[config.mk]
export PLATFORM = sky130hd
export DESIGN_NAME = inst_cache_assoc
export DESIGN_NICKNAME = d
export VERILOG_FILES = /design/src/rtl/inst_cache_assoc.sv
export SDC_FILE = /design/constraint.sdc
export NUM_CORES = 1
export LEC_CHECK = 0
export ABC_CLOCK_PERIOD_IN_PS = 14700
export CAP_MARGIN = 20
export CORE_ASPECT_RATIO = 0.6
export CORE_MARGIN = 4
export CORE_UTILIZATION = 63
export CTS_CLUSTER_DIAMETER = 50
export DETAILED_ROUTE_END_ITERATION = 8
export PLACE_DENSITY = 0.91
export SYNTH_ARGS = -nofsm -noshare
export SYNTH_HDL_FRONTEND = slang
export SYNTH_SLANG_ARGS = --single-unit
export TNS_END_PERCENT = 20
[constraint.sdc]
create_clock -name clock -period 14.7 [get_ports clock]
set_input_delay 2.94 -clock clock [delete_from_list [all_inputs] [get_ports clock]]
set_output_delay 2.94 -clock clock [all_outputs]
set_load 0.05 [all_outputs]
[src/rtl/inst_cache_assoc.sv]
// N-way set-associative read-only instruction cache with LRU replacement,
// flush, and saturating hit/miss counters. Lines are refilled whole from
// off-chip memory; the requested word is returned one cycle after a hit
// or in the RESPOND cycle that follows a refill.
module inst_cache_assoc #(
  parameter int ADDR_W         = 8,
  parameter int INST_W         = 16,
  parameter int WORDS_PER_LINE = 4,
  parameter int NUM_SETS       = 4,
  parameter int NUM_WAYS       = 2,
  parameter int CNT_W          = 16
) (
  input  logic                                      clock,
  input  logic                                      reset,
  input  logic                                      read_enable,
  input  logic [ADDR_W-1:0]                         address,
  input  logic                                      flush,
  output logic                                      rd_ready,
  output logic [INST_W-1:0]                         inst,
  output logic                                      mem_read_enable,
  output logic [ADDR_W-$clog2(WORDS_PER_LINE)-1:0]  mem_address,
  input  logic                                      mem_data_ready,
  input  logic [INST_W*WORDS_PER_LINE-1:0]          mem_data,
  output logic [CNT_W-1:0]                          hit_count,
  output logic [CNT_W-1:0]                          miss_count
);

  localparam int LINE_W = INST_W * WORDS_PER_LINE;
  localparam int OFF_W  = $clog2(WORDS_PER_LINE);
  localparam int IDX_W  = $clog2(NUM_SETS);
  localparam int TAG_W  = ADDR_W - OFF_W - IDX_W;
  localparam int WAY_W  = (NUM_WAYS > 1) ? $clog2(NUM_WAYS) : 1;

  typedef enum logic [1:0] {IDLE, REFILL, RESPOND, FLUSH} state_e;

  state_e                state_q, state_d;
  logic [NUM_WAYS-1:0]   valid_q [NUM_SETS];
  // Replacement state per set: bit0 = 2-way LRU or tree root; bits1/2 = 4-way leaves
  logic [2:0]            lru_q   [NUM_SETS];
  logic [TAG_W-1:0]      tag_q   [NUM_SETS][NUM_WAYS];
  logic [LINE_W-1:0]     data_q  [NUM_SETS][NUM_WAYS];
  logic [ADDR_W-1:0]     req_q;
  logic                  rd_ready_q;
  logic [INST_W-1:0]     inst_q;
  logic                  mre_q;
  logic [ADDR_W-OFF_W-1:0] maddr_q;
  logic [CNT_W-1:0]      hit_q, miss_q;

  logic [TAG_W-1:0]      a_tag, r_tag;
  logic [IDX_W-1:0]      a_idx, r_idx;
  logic [OFF_W-1:0]      a_off, r_off;
  logic                  hit, accept, hit_acc, miss_acc, inv_found;
  logic [WAY_W-1:0]      hit_way, victim;
  logic [1:0]            lru_way;

  assign a_tag = address[ADDR_W-1 -: TAG_W];
  assign a_idx = address[OFF_W +: IDX_W];
  assign a_off = address[OFF_W-1:0];
  assign r_tag = req_q[ADDR_W-1 -: TAG_W];
  assign r_idx = req_q[OFF_W +: IDX_W];
  assign r_off = req_q[OFF_W-1:0];

  assign accept   = (state_q == IDLE) && read_enable && !flush;
  assign hit_acc  = accept && hit;
  assign miss_acc = accept && !hit;

  // Mark way w most-recently-used: each tree node is pointed away from w
  function automatic logic [2:0] lru_touch(input logic [2:0] cur, input logic [1:0] w);
    logic [2:0] nxt;
    nxt = cur;
    if (NUM_WAYS == 2) begin
      nxt[0] = ~w[0];
    end else if (NUM_WAYS == 4) begin
      nxt[0] = ~w[1];
      if (w[1]) nxt[2] = ~w[0];
      else      nxt[1] = ~w[0];
    end
    return nxt;
  endfunction

  // Tag lookup across all ways of the addressed set; lowest matching way wins
  always_comb begin
    hit     = 1'b0;
    hit_way = '0;
    for (int unsigned w = 0; w < NUM_WAYS; w++) begin
      if (!hit && valid_q[a_idx][w] && (tag_q[a_idx][w] == a_tag)) begin
        hit     = 1'b1;
        hit_way = WAY_W'(w);
      end
    end
  end

  // Victim selection: lowest invalid way, otherwise the LRU way
  always_comb begin
    inv_found = 1'b0;
    lru_way   = 2'b00;
    if (NUM_WAYS == 2)
      lru_way = {1'b0, lru_q[r_idx][0]};
    else if (NUM_WAYS == 4)
      lru_way = {lru_q[r_idx][0], lru_q[r_idx][0] ? lru_q[r_idx][2] : lru_q[r_idx][1]};
    victim = WAY_W'(lru_way);
    for (int unsigned w = 0; w < NUM_WAYS; w++) begin
      if (!inv_found && !valid_q[r_idx][w]) begin
        inv_found = 1'b1;
        victim    = WAY_W'(w);
      end
    end
  end

  // FSM state register
  always_ff @(posedge clock or negedge reset) begin
    if (!reset) state_q <= IDLE;
    else        state_q <= state_d;
  end

  // FSM next-state; flush outranks a same-cycle read, busy states ignore both
  always_comb begin
    state_d = state_q;
    case (state_q)
      IDLE:    if (flush) state_d = FLUSH;
               else if (miss_acc) state_d = REFILL;
      REFILL:  if (mem_data_ready) state_d = RESPOND;
      RESPOND: state_d = IDLE;
      FLUSH:   state_d = IDLE;
      default: state_d = IDLE;
    endcase
  end

  // Control, valid/LRU state, response and counters
  always_ff @(posedge clock or negedge reset) begin
    if (!reset) begin
      for (int unsigned s = 0; s < NUM_SETS; s++) begin
        valid_q[s] <= '0;
        lru_q[s]   <= '0;
      end
      req_q      <= '0;
      rd_ready_q <= 1'b0;
      inst_q     <= '0;
      mre_q      <= 1'b0;
      maddr_q    <= '0;
      hit_q      <= '0;
      miss_q     <= '0;
    end else begin
      rd_ready_q <= 1'b0;
      case (state_q)
        IDLE: begin
          if (hit_acc) begin
            rd_ready_q   <= 1'b1;
            inst_q       <= data_q[a_idx][hit_way][a_off*INST_W +: INST_W];
            lru_q[a_idx] <= lru_touch(lru_q[a_idx], 2'(hit_way));
            if (hit_q != '1) hit_q <= hit_q + 1'b1;
          end else if (miss_acc) begin
            req_q   <= address;
            mre_q   <= 1'b1;
            maddr_q <= address[ADDR_W-1:OFF_W];
            if (miss_q != '1) miss_q <= miss_q + 1'b1;
          end
        end
        REFILL: begin
          if (mem_data_ready) begin
            mre_q                  <= 1'b0;
            valid_q[r_idx][victim] <= 1'b1;
            lru_q[r_idx]           <= lru_touch(lru_q[r_idx], 2'(victim));
            rd_ready_q             <= 1'b1;
            inst_q                 <= mem_data[r_off*INST_W +: INST_W];
          end
        end
        FLUSH: begin
          for (int unsigned s = 0; s < NUM_SETS; s++) valid_q[s] <= '0;
        end
        default: ;
      endcase
    end
  end

  // Tag and data arrays: written only on refill, never cleared
  always_ff @(posedge clock) begin
    if (reset && (state_q == REFILL) && mem_data_ready) begin
      tag_q[r_idx][victim]  <= r_tag;
      data_q[r_idx][victim] <= mem_data;
    end
  end

  assign rd_ready        = rd_ready_q;
  assign inst            = inst_q;
  assign mem_read_enable = mre_q;
  assign mem_address     = maddr_q;
  assign hit_count       = hit_q;
  assign miss_count      = miss_q;

endmodule

==> flow_summary.ini <==
[status]
status = finished, final reports clean

[die]
core_area_um2 = 38200
num_rows = 55
io_pins = 133
chipHeight_um = 161
initial_core_util_pct = 64.7
die_w_um = 264
die-area_um2 = 42500

[layout]
drive_gt1_share_pct = 21.4
syn2layout_area_growth_pct = 14.9
final_common_cell = edfxtp_1
fin_nets = 1453
layout_common_cells = 544 x edfxtp_1, 147 x mux4_2, 129 x clkdlybuf4s50_1, 71 x dfrtp_1, 62 x nor2_1
nFillCells = 2060
stdcell_count = 1935

[setup_path]
slowest_stage = buf_4
cp_max_fo = 86
crit_chain = buf_6 > mux2i_1 > xnor2_1 > o32ai_1 > o211ai_2 > nand2b_4 > buf_4 > nor3_1 > a2111oi_1 > a32o_1
reg2reg_depth = 5
crit_cells = 10
path_delay_family = buffers and inverters
crit_end = inst[4]$_DFFE_PN0P_
cp.buffers_inverters = 2
timing.rr.end = data_q[1][36]$_DFFE_PP_
cp.arrival_ns = 7.03
critPathLaunchType = input port
r2r_slack_ns = 10.61
end_kind = register
max_stage_delay_ns = 0.87
criticalPathCategory = in2reg
startpoint = address[3]
r2r_start = req_q[3]$_DFFE_PN0P_
required_ns = 15.20

[route]
wire_per_inst_um = 29.7
drt-vias-per-instance = 6.77
antenna_left = 0
drtIter0Drc = 1815
vias = 13100
wl_mm = 57.5
drt_pre_antenna_iters = 5
drc = 0

[synthesis]
synthCells = 1246
synth-edff-count = 544
synth_cell_types = 44
async_flop_share_pct = 11.7
synth-seq-area-share_pct = 73.4
syn_avg_cell_area_um2 = 19.8
yosys_warnings = 0
syn_nets = 1325
netlist_area_um2 = 24700
yosys_most_used_dff = edfxtp_1
synth_seq_cells = 616

[grt]
grt_pass1_vias = 13400
track_usage_pct = 27.2
antenna_found_initial = 7
grt_pass1_wl_mm = 86.8
grt_start_max_net_pins = 87
grt_overflow = 0

[placed_design]
dp_hpwl_mm = 30.8
portBuffers = 132
dp.cells = 1832
dp_slack_ns = 7.78
gp_congestion = 0.819

[sta]
finalHoldViolations = 0
finClkSkew_ns = 0.0274
worst_pin_slew_ns = 1.16
relSlewSlack_pct = 22.9
period_needed_ns = 6.53
fin_tns_setup_ns = 0
max_freq_mhz = 153
setup_ws_ns = 8.17
final_max_slew_viol_count = 0
setup_viol_count_final = 0
finalCritPeriodShare_pct = 44.4
rsz0062_at_grt = no

[hold_path]
hp-class = reg2reg
min_path_cells = 1

[cts]
insertion_delay_ns = 0.59
cts_setup_buffers = 0
holdBufCountCts = 0
clock-sinks = 616
htreeDepth = 2
cts_tree = built
cts_made_buffers = 51
cts_root_buffer = clkbuf_16
cts.reportedPaths.clkPinSlew_ns = 0.07
cts_resized = 0
cts_buffer_depth = 3

[power_and_ir_drop]
p_per_area_nw_per_um2 = 154
ir_drop_mv = 0.119
power_uw = 4390
leakage_uw = 0.00948

[flow_run]
maxCapViolations = 0
-- cell type report --
type,count,area (µm²),area share (%)
diodes,6,15.0,0.0529
clock buffers,66,1400,4.95
clock inverters,29,439,1.55
inverters,10,37.5,0.132
multi-input cells,539,6160,21.7
flip-flops and latches,616,18100,63.9
well taps,513,642,2.26
repair buffers,156,1550,5.45
-- synthesized netlist by cell type, types with 6 or more instances --
master	n	area, µm²
mux2i_1	46	460
buf_1	7	26.3
dfrtp_1	72	1800
a22oi_1	17	128
a2111oi_1	10	100
a21oi_1	31	155
buf_2	18	90.1
inv_1	10	37.5
buf_6	9	101
nor3_2	10	100
mux4_2	147	3310
o21ai_0	8	40.0
and3_1	15	93.8
buf_4	11	82.6
clkbuf_1	36	135
xnor2_1	27	236
nand3_1	14	70.1
a2111oi_2	6	90.1
nor3_1	29	145
nor2_1	68	255
and4_1	7	61.3
a32o_1	18	180
edfxtp_1	544	16300
nand2_1	23	86.3
xor2_1	16	140
mux2_2	15	169
-- per-layer routing --
layer	part of all wire [%]	vias to the layer above	global-route usage (%)
li1	-	5342	-
met1	37	6781	38.8
met2	50	856	43.8
met3	10	117	6.06
met4	2.5	4	7.21
met5	0.040	-	0
-- cell families after synthesis --
| kind of cell | share of synthesized area (%) |
|---|---|
| fa+ha+maj | 0.101 |
| xor+xnor | 1.52 |
| flops | 73.4 |
| buf+inv | 1.91 |
| compound gates | 3.28 |
| mux | 16.0 |
| simple gates | 3.80 |
-- registers in the layout, summed over array words and instances, names as in the netlist --
name	flops
hit_count	16
tag_q	32
mem_read_enable	1
state_q	2
lru_q	4
inst	16
valid_q	8
req_q	8
rd_ready	1
miss_count	16
data_q	512
-- stage by stage --
step | utilization (%) | instance area (µm²) | hold slack (ns)
2_1_floorplan | - | 24700 | 0.470
3_3_place_gp | 69.3 | 26500 | 0.475
3_5_place_dp | 69.3 | 26500 | 0.482
4_1_cts | 74.1 | 28300 | 0.493
5_1_grt | 74.3 | 28400 | 0.499
6_report | 74.3 | 28400 | 0.490
-- how the worst min path moves through the flow --
stage                              start                         to  slack [ns]
2_1_floorplan       lru_q[6]$_DFFE_PN0P_       lru_q[6]$_DFFE_PN0P_        0.47
3_3_place_gp   miss_count[7]$_DFFE_PN0P_  miss_count[7]$_DFFE_PN0P_        0.48
3_5_place_dp   miss_count[7]$_DFFE_PN0P_  miss_count[7]$_DFFE_PN0P_        0.48
4_1_cts        miss_count[5]$_DFFE_PN0P_  miss_count[5]$_DFFE_PN0P_        0.49
5_1_grt        miss_count[5]$_DFFE_PN0P_  miss_count[5]$_DFFE_PN0P_        0.50
6_report       miss_count[5]$_DFFE_PN0P_  miss_count[5]$_DFFE_PN0P_        0.49
-- where the power goes --
group / total, µW / switching [µW] / internal, µW
Combinational: 736 / 455 / 280
Clock: 1490 / 618 / 870
Sequential: 2160 / 124 / 2040
(Power assumes the default switching activity.)
